File: src/rtl/board_pixel_renderer_if.sv
`default_nettype none
// ============================================================================
// Module      : board_pixel_renderer_if
// Description : Board colour RAM read port. The renderer drives the address
//               and the RAM returns the cell colour one cycle later.
// Revision    : 1.0 - initial release
// ============================================================================
interface board_pixel_renderer_if #(
  parameter int ADDR_W = 8
);
  logic [ADDR_W-1:0] board_addr;
  logic [2:0]        board_color;

  modport master (output board_addr, input board_color);
  modport slave  (input board_addr, output board_color);
endinterface
`default_nettype wire

File: src/rtl/board_pixel_renderer.sv
`default_nettype none
// ============================================================================
// Module      : board_pixel_renderer
// Description : Three-stage Tetris pixel renderer. Maps (DrawX, DrawY) to RGB
//               from the locked-board RAM, the active piece cells and a
//               frame-counted line-clear flash.
// Revision    : 1.0 - initial release
// ============================================================================
module board_pixel_renderer #(
  parameter int COLS         = 12,
  parameter int ROWS         = 18,
  parameter int SQ           = 26,
  parameter int X0           = 160,
  parameter int NUM_BLOCKS   = 4,
  parameter int FLASH_FRAMES = 8,
  parameter int ADDR_W       = 8
) (
  input  wire logic                    Clk,
  input  wire logic                    Reset,
  input  wire logic [9:0]              DrawX,
  input  wire logic [9:0]              DrawY,
  input  wire logic                    pixel_valid,
  input  wire logic                    frame_start,
  input  wire logic [4*NUM_BLOCKS-1:0] block_x,
  input  wire logic [5*NUM_BLOCKS-1:0] block_y,
  input  wire logic [2:0]              piece_color,
  board_pixel_renderer_if.master       ram,
  input  wire logic [ROWS-1:0]         clear_rows,
  input  wire logic                    clear_start,
  output logic                         flash_done,
  output logic [7:0]                   Red,
  output logic [7:0]                   Green,
  output logic [7:0]                   Blue
);

  localparam int X_END = X0 + COLS * SQ;
  localparam int Y_END = ROWS * SQ;
  localparam int OFF_W = (SQ > 1) ? $clog2(SQ) : 1;
  localparam int CNT_W = $clog2(FLASH_FRAMES);
  localparam int MUL_W = (ADDR_W > 10) ? ADDR_W : 10;

  typedef enum logic [2:0] {
    CLS_BLANK  = 3'd0,
    CLS_BORDER = 3'd1,
    CLS_FLASH  = 3'd2,
    CLS_GRID   = 3'd3,
    CLS_EMPTY  = 3'd4,
    CLS_PAL    = 3'd5
  } pix_class_t;

  typedef enum logic [1:0] {
    ST_IDLE  = 2'd0,
    ST_FLASH = 2'd1,
    ST_DONE  = 2'd2
  } state_t;

  // ---------------- Stage 0: pixel to cell coordinates ----------------
  logic              w_in_board;
  logic [9:0]        w_dx;
  logic [3:0]        w_col;
  logic [4:0]        w_row;
  logic [OFF_W-1:0]  w_ox;
  logic [OFF_W-1:0]  w_oy;
  logic [ADDR_W-1:0] w_addr;

  // Board hit test, cell split and RAM address (zero outside the board)
  always_comb begin
    w_in_board = (32'(DrawX) >= 32'(X0)) && (32'(DrawX) < 32'(X_END)) &&
                 (32'(DrawY) < 32'(Y_END));
    w_dx   = DrawX - 10'(X0);
    w_col  = 4'(w_dx / 10'(SQ));
    w_ox   = OFF_W'(w_dx % 10'(SQ));
    w_row  = 5'(DrawY / 10'(SQ));
    w_oy   = OFF_W'(DrawY % 10'(SQ));
    w_addr = '0;
    if (w_in_board) begin
      w_addr = ADDR_W'(MUL_W'(w_row) * MUL_W'(COLS) + MUL_W'(w_col));
    end
  end

  assign ram.board_addr = w_addr;

  // ---------------- Stage 1 registers ----------------
  logic             s1_valid_q;
  logic             s1_in_board_q;
  logic [3:0]       s1_col_q;
  logic [4:0]       s1_row_q;
  logic [OFF_W-1:0] s1_ox_q;
  logic [OFF_W-1:0] s1_oy_q;

  // Capture cell coordinates alongside the RAM read in flight
  always_ff @(posedge Clk or posedge Reset) begin
    if (Reset) begin
      s1_valid_q    <= 1'b0;
      s1_in_board_q <= 1'b0;
      s1_col_q      <= '0;
      s1_row_q      <= '0;
      s1_ox_q       <= '0;
      s1_oy_q       <= '0;
    end else begin
      s1_valid_q    <= pixel_valid;
      s1_in_board_q <= w_in_board;
      s1_col_q      <= w_col;
      s1_row_q      <= w_row;
      s1_ox_q       <= w_ox;
      s1_oy_q       <= w_oy;
    end
  end

  // ---------------- Flash FSM ----------------
  state_t            state_q, state_d;
  logic [ROWS-1:0]   mask_q, mask_d;
  logic [CNT_W-1:0]  cnt_q, cnt_d;

  // Flash controller state, mask and frame counter
  always_ff @(posedge Clk or posedge Reset) begin
    if (Reset) begin
      state_q <= ST_IDLE;
      mask_q  <= '0;
      cnt_q   <= '0;
    end else begin
      state_q <= state_d;
      mask_q  <= mask_d;
      cnt_q   <= cnt_d;
    end
  end

  // Next-state logic; the empty-mask decision is made on the latched mask,
  // which is why a zero-row clear completes two cycles after clear_start
  always_comb begin
    state_d    = state_q;
    mask_d     = mask_q;
    cnt_d      = cnt_q;
    flash_done = 1'b0;
    case (state_q)
      ST_IDLE: begin
        if (clear_start) begin
          mask_d  = clear_rows;
          cnt_d   = '0;
          state_d = ST_FLASH;
        end
      end
      ST_FLASH: begin
        if (mask_q == '0) begin
          state_d = ST_DONE;
        end else if (frame_start) begin
          if (cnt_q == CNT_W'(FLASH_FRAMES - 1)) begin
            state_d = ST_DONE;
          end else begin
            cnt_d = cnt_q + 1'b1;
          end
        end
      end
      ST_DONE: begin
        flash_done = 1'b1;
        mask_d     = '0;
        cnt_d      = '0;
        state_d    = ST_IDLE;
      end
      default: state_d = ST_IDLE;
    endcase
  end

  // ---------------- Stage 2: colour class resolution ----------------
  logic [NUM_BLOCKS-1:0] w_blk_hit;
  logic                  w_row_hit;
  logic                  w_phase;

  for (genvar gi = 0; gi < NUM_BLOCKS; gi++) begin : g_blk
    assign w_blk_hit[gi] = (block_x[4*gi +: 4] == s1_col_q) &&
                           (block_y[5*gi +: 5] == s1_row_q);
  end

  assign w_row_hit = |(mask_q & (ROWS'(1) << s1_row_q));
  assign w_phase   = (state_q == ST_FLASH) && cnt_q[0];

  pix_class_t s2_cls_q, s2_cls_d;
  logic [2:0] s2_idx_q, s2_idx_d;

  // Priority resolution: blank, border, flash, piece, board, grid, empty
  always_comb begin
    s2_cls_d = CLS_EMPTY;
    s2_idx_d = '0;
    if (!s1_valid_q) begin
      s2_cls_d = CLS_BLANK;
    end else if (!s1_in_board_q) begin
      s2_cls_d = CLS_BORDER;
    end else if (w_row_hit && w_phase) begin
      s2_cls_d = CLS_FLASH;
    end else if (|w_blk_hit) begin
      s2_cls_d = CLS_PAL;
      s2_idx_d = piece_color;
    end else if (ram.board_color != 3'd0) begin
      s2_cls_d = CLS_PAL;
      s2_idx_d = ram.board_color;
    end else if ((s1_ox_q == '0) || (s1_oy_q == '0)) begin
      s2_cls_d = CLS_GRID;
    end
  end

  // Register the resolved class and palette index
  always_ff @(posedge Clk or posedge Reset) begin
    if (Reset) begin
      s2_cls_q <= CLS_BLANK;
      s2_idx_q <= '0;
    end else begin
      s2_cls_q <= s2_cls_d;
      s2_idx_q <= s2_idx_d;
    end
  end

  // ---------------- Stage 3: palette lookup ----------------
  logic [23:0] rgb_d, rgb_q;

  // Fixed palette translation of class/index to 24-bit colour
  always_comb begin
    rgb_d = 24'h000000;
    case (s2_cls_q)
      CLS_BORDER: rgb_d = 24'hFF5500;
      CLS_FLASH:  rgb_d = 24'hFFFFFF;
      CLS_GRID:   rgb_d = 24'h202020;
      CLS_PAL: begin
        case (s2_idx_q)
          3'd1:    rgb_d = 24'h00FFFF;
          3'd2:    rgb_d = 24'hFFFF00;
          3'd3:    rgb_d = 24'hA000F0;
          3'd4:    rgb_d = 24'h00FF00;
          3'd5:    rgb_d = 24'hFF0000;
          3'd6:    rgb_d = 24'h0000FF;
          3'd7:    rgb_d = 24'hFF8000;
          default: rgb_d = 24'h000000;
        endcase
      end
      default: rgb_d = 24'h000000;
    endcase
  end

  // Output colour register
  always_ff @(posedge Clk or posedge Reset) begin
    if (Reset) begin
      rgb_q <= '0;
    end else begin
      rgb_q <= rgb_d;
    end
  end

  assign Red   = rgb_q[23:16];
  assign Green = rgb_q[15:8];
  assign Blue  = rgb_q[7:0];

endmodule
`default_nettype wire

File: src/flat_wrapper.sv
// flat-port wrapper written by rule: the top's interface ports become plain ports
module board_pixel_renderer_flat 
#(
  parameter int COLS         = 12,
  parameter int ROWS         = 18,
  parameter int SQ           = 26,
  parameter int X0           = 160,
  parameter int NUM_BLOCKS   = 4,
  parameter int FLASH_FRAMES = 8,
  parameter int ADDR_W       = 8
)
  (Clk, Reset, DrawX, DrawY, pixel_valid, frame_start, block_x, block_y, piece_color, clear_rows, clear_start, flash_done, Red, Green, Blue, ram_board_addr, ram_board_color);
  board_pixel_renderer_if #(.ADDR_W(ADDR_W)) ram_i ();
  input  wire logic Clk;
  input  wire logic Reset;
  input  wire logic [9:0] DrawX;
  input  wire logic [9:0] DrawY;
  input  wire logic pixel_valid;
  input  wire logic frame_start;
  input  wire logic [4*NUM_BLOCKS-1:0] block_x;
  input  wire logic [5*NUM_BLOCKS-1:0] block_y;
  input  wire logic [2:0] piece_color;
  input  wire logic [ROWS-1:0] clear_rows;
  input  wire logic clear_start;
  output logic flash_done;
  output logic [7:0] Red;
  output logic [7:0] Green;
  output logic [7:0] Blue;
  output wire logic [$bits(ram_i.board_addr)-1:0] ram_board_addr;
  input wire logic [$bits(ram_i.board_color)-1:0] ram_board_color;
  assign ram_board_addr = ram_i.board_addr;
  assign ram_i.board_color = ram_board_color;
  board_pixel_renderer #(.COLS(COLS), .ROWS(ROWS), .SQ(SQ), .X0(X0), .NUM_BLOCKS(NUM_BLOCKS), .FLASH_FRAMES(FLASH_FRAMES), .ADDR_W(ADDR_W)) u_core (.Clk(Clk), .Reset(Reset), .DrawX(DrawX), .DrawY(DrawY), .pixel_valid(pixel_valid), .frame_start(frame_start), .block_x(block_x), .block_y(block_y), .piece_color(piece_color), .ram(ram_i), .clear_rows(clear_rows), .clear_start(clear_start), .flash_done(flash_done), .Red(Red), .Green(Green), .Blue(Blue));
endmodule
File: config.mk
export PLATFORM = sky130hd
export DESIGN_NAME = board_pixel_renderer_flat
export DESIGN_NICKNAME = d
export VERILOG_FILES = /design/src/rtl/board_pixel_renderer_if.sv /design/src/rtl/board_pixel_renderer.sv /design/src/flat_wrapper.sv
export SDC_FILE = /design/constraint.sdc
export NUM_CORES = 1
export LEC_CHECK = 0
export CORE_ASPECT_RATIO = 1.75
export CORE_MARGIN = 8
export CORE_UTILIZATION = 44
export DETAILED_ROUTE_END_ITERATION = 7
export MAX_ROUTING_LAYER = met4
export PLACE_DENSITY = 0.81
export SLEW_MARGIN = 20
export SYNTH_ARGS = -nofsm -noshare
export SYNTH_HDL_FRONTEND = slang
export SYNTH_SLANG_ARGS = --single-unit
export TNS_END_PERCENT = 5
File: constraint.sdc
create_clock -name Clk -period 5.1 [get_ports Clk]
set_input_delay 0.51 -clock Clk [delete_from_list [all_inputs] [get_ports Clk]]
set_output_delay 0.51 -clock Clk [all_outputs]
set_load 0.005 [all_outputs]
# Word-level counts from Yosys, hierarchy flattened
# Cells that the tools add are included.
[word_totals]
inputBits = 85
wordCells = 101
regBits = 74
[classes]
muxes = 27
add_sub_neg = 3
div = 4
shift = 1
reduce_logical = 21
mul = 1
n_bitwise = 1
n_eq_ne = 28
magnitude_cmp = 3
[ops]
columns = ["operator", "count"]
rows = [
  ["$pmux W24 S7", 1],
  ["$pmux W24 S4", 1],
  ["$mux W3", 15],
  ["$pmux W18 S2", 1],
  ["$div A10 B5 Y10 const B", 2],
  ["$eq A5 B5 Y1", 4],
  ["$lt A10 B9 Y1 const B", 2],
  ["$mod A10 B5 Y10 const B", 2],
  ["$and A18 B18 Y18", 1],
  ["$eq A3 B3 Y1 const B", 6],
  ["$logic_not A18 Y1", 1],
  ["$mux W18", 1],
  ["$reduce_or A18 Y1", 1],
  ["$shl A1 B5 Y18 const A", 1],
  ["$eq A4 B4 Y1", 4],
  ["$eq A3 B2 Y1 const B", 4],
  ["$ge A10 B8 Y1 const B", 1],
  ["$logic_not A5 Y1", 2],
  ["$sub A10 B8 Y10 const B", 1],
  ["$pmux W3 S3", 1],
  ["$add A8 B4 Y8", 1],
  ["$logic_and A1 B1 Y1", 8],
  ["$mux W2", 4],
  ["$mux W8", 1],
  ["other kinds (18)", 23],
]

# Longest topological paths before layout
# Gate-level depths: netlist of run 1.
[depth]
word_depth = 8
mapped_depth = 27
ltp_nobuf = 26

# Worst setup path after synthesis of run 1
# OpenSTA, ideal clock, no wires.
[synth_path]
path_type = "input to output"
from = "in DrawY[5]"
to = "out ram_board_addr[7]"
setup_slack_ps = -323
n_path_buf = 1
stages = 25
arrival_ps = 4913
t_required_ps = 4590
cell_sequence = "buf_2 > o211a_1 > o21ai_1 > xor2_1 > or4_1 > and2_1 > a31o_2 > inv_2 > maj3_1 > a22o_1 > nand2_1 > nand2_1 > inv_2 > maj3_1 > a21oi_1 > nor2_1 > nor2_1 > inv_1 > ha_1 > inv_1 > fa_1 > nor2_1 > nand3_1 > xnor2_1 > nor2_1"
[synth_between]
elab_chain_cells = 4
[synth_lines]
columns = ["item", "line_no", "source"]
rows = [
  ["from (decl)", "flat_wrapper.sv:17", "input wire logic [9:0] DrawY;"],
  ["$div A10 B5 Y10", "board_pixel_renderer.sv:73", "w_row = 5'(DrawY / 10'(SQ));"],
  ["via u_core.w_row[2]", "board_pixel_renderer.sv:61", "logic [4:0] w_row;"],
  ["$mul A5 B2 Y6", "board_pixel_renderer.sv:77", "w_addr = ADDR_W'(MUL_W'(w_row) * MUL_W'(COLS) + MUL_W'(w_col));"],
  ["$add A8 B4 Y8", "board_pixel_renderer.sv:77", ""],
  ["$mux W8", "board_pixel_renderer.sv:76", "if (w_in_board) begin"],
  ["to (decl)", "flat_wrapper.sv:29", "output wire logic [$bits(ram_i.board_addr)-1:0] ram_board_addr;"],
]
# The timed path passes the listed nets, and every way through them passes these cells.

# Final worst setup path of run 1
[layout_path]
from = "in DrawY[7]"
to = "out ram_board_addr[7]"
# The elaborated chain is that of the path after synthesis.

==> results of run 1 <==
[worst max-delay path: stages]
cell      delay, ps
buf_6           100
buf_6           120
o211ai_1        190
o21ai_2         100
xor2_1          170
or4_4           440
and2_4          190
a31o_4          240
inv_4            50
maj3_2          170
a22o_1          150
nand2_1          90
nand2_2         110
inv_4            50
mux2i_1         200
xor2_1          210
buf_4           160
nor2_4           40
nor2_4           90
inv_2            60
ha_4            160
inv_2            50
fa_2            460
nor2_2          120
nand3_1         100
xnor2_1         140
nor2_1          110
buf_2           140
[layer usage]
metal  share of wire [%]  GRT usage (%)  up-vias
met3                 6.1          4.715       83
met1                  35          21.88     2747
met4                 4.9          12.81        0
li1                    -              -     2718
met5                   0              -        -
met2                  54          43.60      267
[power groups by stage]
| stage | sequential (mW) | clock (mW) | combinational [mW] |
|---|---|---|---|
| 6_report | 0.801 | 0.707 | 1.62 |
| 3_5_place_dp | 0.796 | 0 | 1.42 |
| 4_1_cts | 0.792 | 0.713 | 1.55 |
| 3_3_place_gp | 0.781 | 0 | 1.37 |
| 2_1_floorplan | 0.708 | 0 | 0.909 |
| 5_1_grt | 0.814 | 0.738 | 1.75 |
[logic make-up after synthesis]
kind of cell	after synthesis	synth area share [%]
AND/OR/NAND/NOR	190	18.50
AO/OA/AOI/OAI	182	27.38
buffers and inverters	75	6.868
XOR/XNOR	63	10.34
flip-flops	60	28.13
multiplexers	20	4.618
adder cells (fa/ha/maj)	17	4.173
[layout make-up]
class / instances / area share [%]
clock inverter: 7 / 1.479
multi-input combinational: 472 / 45.41
tap: 137 / 2.067
timing repair buffer: 278 / 28.76
sequential: 60 / 18.11
clock buffer: 9 / 2.716
inverter: 31 / 1.463
[Yosys cell counts (all sizes together), types with 7 or more instances]
| master | instances | area [µm²] |
|---|---|---|
| nor2b | 7 | 43.79 |
| nand2b | 7 | 43.79 |
| inv | 31 | 116.4 |
| nand4 | 10 | 62.56 |
| xnor2 | 24 | 210.2 |
| ha | 13 | 162.7 |
| nor2 | 49 | 183.9 |
| buf | 25 | 178.9 |
| o21a | 8 | 60.06 |
| a2111oi | 7 | 92.59 |
| xor2 | 39 | 341.6 |
| a21o | 7 | 52.55 |
| a211oi | 8 | 80.08 |
| nor3b | 7 | 52.55 |
| a22o | 23 | 201.4 |
| a21oi | 32 | 182.7 |
| o21ai | 26 | 148.9 |
| o211ai | 8 | 70.06 |
| nand3 | 13 | 65.06 |
| a31oi | 7 | 50.05 |
| o22ai | 9 | 68.81 |
| nor4 | 10 | 68.81 |
| nor3 | 12 | 60.06 |
| dfrtp | 60 | 1501 |
| clkbuf | 19 | 71.32 |
| and2 | 10 | 62.56 |
| nand2 | 40 | 152.6 |
| mux2i | 13 | 130.1 |
[state kept, by name (all words and copies together) (netlist names)]
| register | count |
|---|---|
| u_core.s2_idx_q | 3 |
| u_core.mask_q | 18 |
| u_core.cnt_q | 3 |
| u_core.s2_cls_q | 3 |
| u_core.s1_oy_q | 5 |
| u_core.s1_col_q | 4 |
| u_core.state_q | 2 |
| u_core.s1_in_board_q | 1 |
| u_core.s1_valid_q | 1 |
| u_core.rgb_q | 10 |
| u_core.s1_ox_q | 5 |
| u_core.s1_row_q | 5 |
[what timing repair did]
action                     CTS  global route
pin swaps                   38            14
gates resized for setup    102            14
gates cloned                 1             0
setup endpoints to repair    8             8
setup buffers               26             4
[worst paths after layout]
| check | start | end | slack, ps | cells past startpoint |
|---|---|---|---|---|
| worst max-delay path | DrawY[7] | ram_board_addr[7] | -150 | 28 |
| worst min-delay path | u_core.s1_in_board_q$_DFF_PP0_ | u_core.s2_cls_q[0]$_DFF_PP0_ | 510 | 1 |
| worst max register to register | u_core.s1_row_q[2]$_DFF_PP0_ | u_core.s2_idx_q[1]$_DFF_PP0_ | 2460 | 8 |
| worst min register to register | u_core.s1_in_board_q$_DFF_PP0_ | u_core.s2_cls_q[0]$_DFF_PP0_ | 510 | 1 |
| max in group asynchronous | Reset | u_core.mask_q[14]$_DFFE_PP0P_ | 3900 | 3 |
| min in group asynchronous | Reset | u_core.rgb_q[3]$_DFF_PP0_ | 720 | 3 |
[layout by cell type (no fill, tap or decap), types with 8 or more instances in the layout]
cell,n
a21oi_1,24
a22o_1,21
and2_1,9
buf_4,155
clkbuf_16,9
clkdlybuf4s50_1,100
dfrtp_1,60
ha_1,11
inv_1,22
mux2i_1,13
nand2_1,37
nand3_1,13
nand4_1,10
nor2_1,40
nor3_1,11
nor4_1,9
o21a_1,8
o21ai_0,16
xnor2_1,22
xor2_1,38
[metrics by stage]
stage	setup WS (ps)	instances	TNS (ps)	total power, mW
after detailed placement	-1014	947	-6582	2.214
after global placement	-828.9	947	-5174	2.152
after floorplan	-3.278	607	-3.278	1.618
after CTS	-152.4	990	-471.9	3.053
after global routing	-367.8	994	-2098	3.301
final	-151.8	994	-673.0	3.131
==> impl_metrics.ini, run 1 <==
[outcome]
status = complete, but fails checks
violations = negative setup slack

[cells_and_area]
syn_to_final_growth_pct = 55.37
fillers = 861
seq_area_mm2 = 0.001501
nNetsFinal = 952
drive_above_1_share_pct = 33.37
n_antenna_cell = 0
multiInputGateArea_mm2 = 0.003766
utilization_pct = 69.48
final_cell_area_mm2 = 0.008293

[sta]
rsz0062_at_grt = yes
maxSlewViolCount = 0
finClkSkew_ps = 6.070
finalSetupViolations = 7
max_slew.worst_pin.slew_ps = 808.5
fin_crit_ps = 5252
hold_violations = 0
period_share_pct = 103.0
fmax_ghz = 0.1904
setup_slack_ps = -151.8
holdWs_ps = 512.1
slew_headroom_pct = 46.04

[clock_network]
clock-sinks = 60
clkTransAtPathRegs_ps = 60
cts_max_path_buffers = 2
cts_tree = done
ctsHoldBuffers = 0
clock_latency_ps = 330
numCtsBuffers = 9
ctsHtreeMaxLevel = 3
root_buffer = clkbuf_16

[setup_path]
cp-end-kind = output pin
start_kind = input port
crit_type = in -> out
cp_data_arrival_time_ps = 4740
crit_fanout = 6
cp.required_ps = 4590

[synthesis]
synth_seq_cells = 60
synth_cells = 607
synth_cell_types = 88
seq_area_frac_synth_pct = 28.13
synth_nets = 707
synth_top_flop_cell = dfrtp_1
syn_area_per_cell_um2 = 8.793
syn-cell-area_mm2 = 0.005338
yosysWarnings = 0
synth_edf_count = 0
synthArstFlopShare_pct = 100.0

[pwr]
clockPowerShare_pct = 22.6
p_int_mw = 1.965
p_switching_mw = 1.166
switching_share_pct = 37.24
seqPwrFrac_pct = 25.6
peakVddDrop_mv = 0.1885
power_leakage_nw = 3.654
combPwrFrac_pct = 51.8
p_per_area_mw_per_mm2 = 377.6

[global_route]
grt_pass1_wl_um = 29810
grt_pass1_vias = 6251
grt_max_degree = 61
antenna_found_initial = 0
grt_usage_pct = 23.51
grt-ovfl-total = 0

[placed_design]
placed_area_mm2 = 0.007463
portBuffers = 117
gp_congestion = 0.9487
hpwl_um = 13860

[die]
pin_count = 118
dieArea_mm2 = 0.01605
die_h_um = 161.7
fp.dieW_um = 99.26
initial_core_util_pct = 44.72
rows = 53
coreArea_mm2 = 0.01194

[flow_run]
maxCapViolations = 0

[route]
wire_per_inst_um = 18.81
drt_drc_violations_left = 0
vias_per_cell = 5.850
ant_nets = 0
vias = 5815
firstDrtPassIters = 5
first_iter_violations = 247
totalWireLength_um = 18700

[worst_hold_path]
hold_class = reg -> reg
Power figures use the tool's default switching activity.
==> run 2, diff against run 1 <==
--- a/config.mk
+++ b/config.mk
@@ -6,7 +6,7 @@
 export NUM_CORES = 1
 export LEC_CHECK = 0
 export CORE_ASPECT_RATIO = 1.75
-export CORE_MARGIN = 8
+export CORE_MARGIN = 3
 export CORE_UTILIZATION = 44
 export DETAILED_ROUTE_END_ITERATION = 7
 export MAX_ROUTING_LAYER = met4
==> constraint.sdc (replaced) <==
create_clock -name Clk -period 4.4 [get_ports Clk]
set_input_delay 0.44 -clock Clk [delete_from_list [all_inputs] [get_ports Clk]]
set_output_delay 0.44 -clock Clk [all_outputs]
set_load 0.005 [all_outputs]
==> impl_metrics.ini, run 2 (synthesis results as in run 1) <==
[pwr]
total_power_mw = 3.935
power_leakage_nw = 3.833
p_per_area_mw_per_mm2 = 451.3
peakVddDrop_mv = 0.2451

[placed_design]
gp_congestion = 0.9877
hpwl_um = 13420
placed_area_mm2 = 0.007463
portBuffers = 117

[cells_and_area]
final_common_cell = buf_4
fillers = 741
multiInputGateArea_mm2 = 0.003959
syn_to_final_growth_pct = 63.36
nNetsFinal = 980
largest_register = u_core.mask_q
seq_area_mm2 = 0.001501
final_cell_mix = buf_4, clkdlybuf4s50_1, dfrtp_1
n_antenna_cell = 0
utilization_pct = 74.46
largest_reg_flops = 18
drive_above_1_share_pct = 38.53
final_cell_area_mm2 = 0.008720
reg_top3 = u_core.mask_q x18, u_core.rgb_q x10

[sta]
fmax_ghz = 0.1962
fin_crit_ps = 5096
rsz0062_at_grt = yes
finalSetupViolations = 11
period_share_pct = 115.8
finClkSkew_ps = 5.205
setup_tns_ps = -5014
max_slew.worst_pin.slew_ps = 859.1
slew_headroom_pct = 42.20
setup_slack_ps = -696.4
hold_violations = 0
maxSlewViolCount = 0

[global_route]
grt_usage_pct = 30.43
grt_pass1_wl_um = 30990
antenna_found_initial = 0
grt_max_degree = 39
grt_pass1_vias = 6569
grt-ovfl-total = 0

[clock_network]
ctsHoldBuffers = 0
clock-sinks = 60
clkTransAtPathRegs_ps = 60
ctsHtreeMaxLevel = 3
root_buffer = clkbuf_16
numCtsBuffers = 9
cts_tree = done
cts_max_path_buffers = 2
clock_latency_ps = 330

[setup_path]
cp-end-kind = output pin
crit_type = in -> out
cp.required_ps = 3960
cp_data_arrival_time_ps = 4660
crit_fanout = 6
start_kind = input port

[route]
vias = 6072
drt_drc_violations_left = 0
vias_per_cell = 5.953
ant_nets = 0
first_iter_violations = 276
totalWireLength_um = 20330
firstDrtPassIters = 5
wire_per_inst_um = 19.93

[flow_run]
maxCapViolations = 0

[die]
dieArea_mm2 = 0.01354
rows = 52
pin_count = 118
initial_core_util_pct = 45.58
fp.dieW_um = 89.26
die_h_um = 151.7
coreArea_mm2 = 0.01171

[outcome]
status = complete, but fails checks
violations = negative setup slack

[worst_hold_path]
hold_class = in -> async
==> run 2: changes by cell type in the layout (fill, tap and decap cells not counted), moves of 3 or more <==
cell             before  now
buf_4               155  174
buf_6                 7   16
a21oi_1              24   20
a21oi_2               6   10
clkdlybuf4s15_2       3    0
ha_1                 11    8
nor2_1               40   37
==> run 2: final timing paths <==
check                                                     from  slack, ps  cells after the start                            to
worst max-delay path                                  DrawY[6]       -700                     26             ram_board_addr[7]
worst min-delay path                                     Reset        450                      2    u_core.rgb_q[23]$_DFF_PP0_
worst max register to register    u_core.s1_row_q[2]$_DFF_PP0_       1750                      8  u_core.s2_cls_q[2]$_DFF_PP0_
worst min register to register  u_core.s1_in_board_q$_DFF_PP0_        500                      1  u_core.s2_cls_q[0]$_DFF_PP0_
max in group asynchronous                                Reset       3080                      3  u_core.mask_q[9]$_DFFE_PP0P_
min in group Clk                u_core.s1_in_board_q$_DFF_PP0_        500                      1  u_core.s2_cls_q[0]$_DFF_PP0_
==> run 2: cell type report <==
| cell class | instances | area share [%] |
|---|---|---|
| flip-flops and latches | 60 | 17.22 |
| multi-input cells | 472 | 45.40 |
| clock buffers | 9 | 2.583 |
| repair buffers | 306 | 30.06 |
| well taps | 135 | 1.937 |
| inverters | 31 | 1.392 |
| clock inverters | 7 | 1.406 |
==> run 2: worst max-delay path, stage by stage <==
cell	delay, ps
buf_8	110
o211a_1	230
o21ai_2	200
xor2_2	110
or4_4	450
and2_4	200
a31o_4	230
inv_4	50
maj3_2	170
a22o_1	160
nand2_1	80
nand2_2	100
inv_4	50
maj3_2	320
a21oi_2	190
nor2_2	70
nor2_2	140
inv_2	70
ha_4	160
inv_2	50
fa_2	480
nor2_4	120
nand3_1	100
xnor2_1	180
nor2_1	50
buf_2	150
==> run 2: power by group <==
part / total, mW / leakage [nW] / internal, mW / switching [mW]
clock network: 0.822 / 0.163 / 0.556 / 0.266
logic: 2.19 / 2.91 / 1.18 / 1.01
registers: 0.922 / 0.756 / 0.721 / 0.201
==> run 2: what timing repair did <==
item | 4_1_cts | 5_1_grt
setup buffers | 56 | 4
pin swaps | 56 | 20
resized for setup | 151 | 20
endpoints found under the setup margin | 12 | 14
==> run 2: metal layers <==
metal / part of all wire [%] / wire length [µm] / vias to the layer above / GRT usage (%)
met5: 0 / 0 / - / -
met4: 6.6 / 1346 / 0 / 21.24
met3: 6.7 / 1357 / 110 / 6.169
met2: 55 / 11170 / 296 / 56.24
met1: 32 / 6455 / 2891 / 26.09
li1: - / - / 2775 / -
==> run 2: through the flow <==
step	std cells	hold slack, ps	worst slack (ps)
2_1_floorplan	607	451.1	-546.1
3_3_place_gp	944	485.7	-1394
3_5_place_dp	944	493.9	-1571
4_1_cts	1016	458.5	-564.7
5_1_grt	1020	493.8	-876.9
6_report	1020	445.8	-696.4
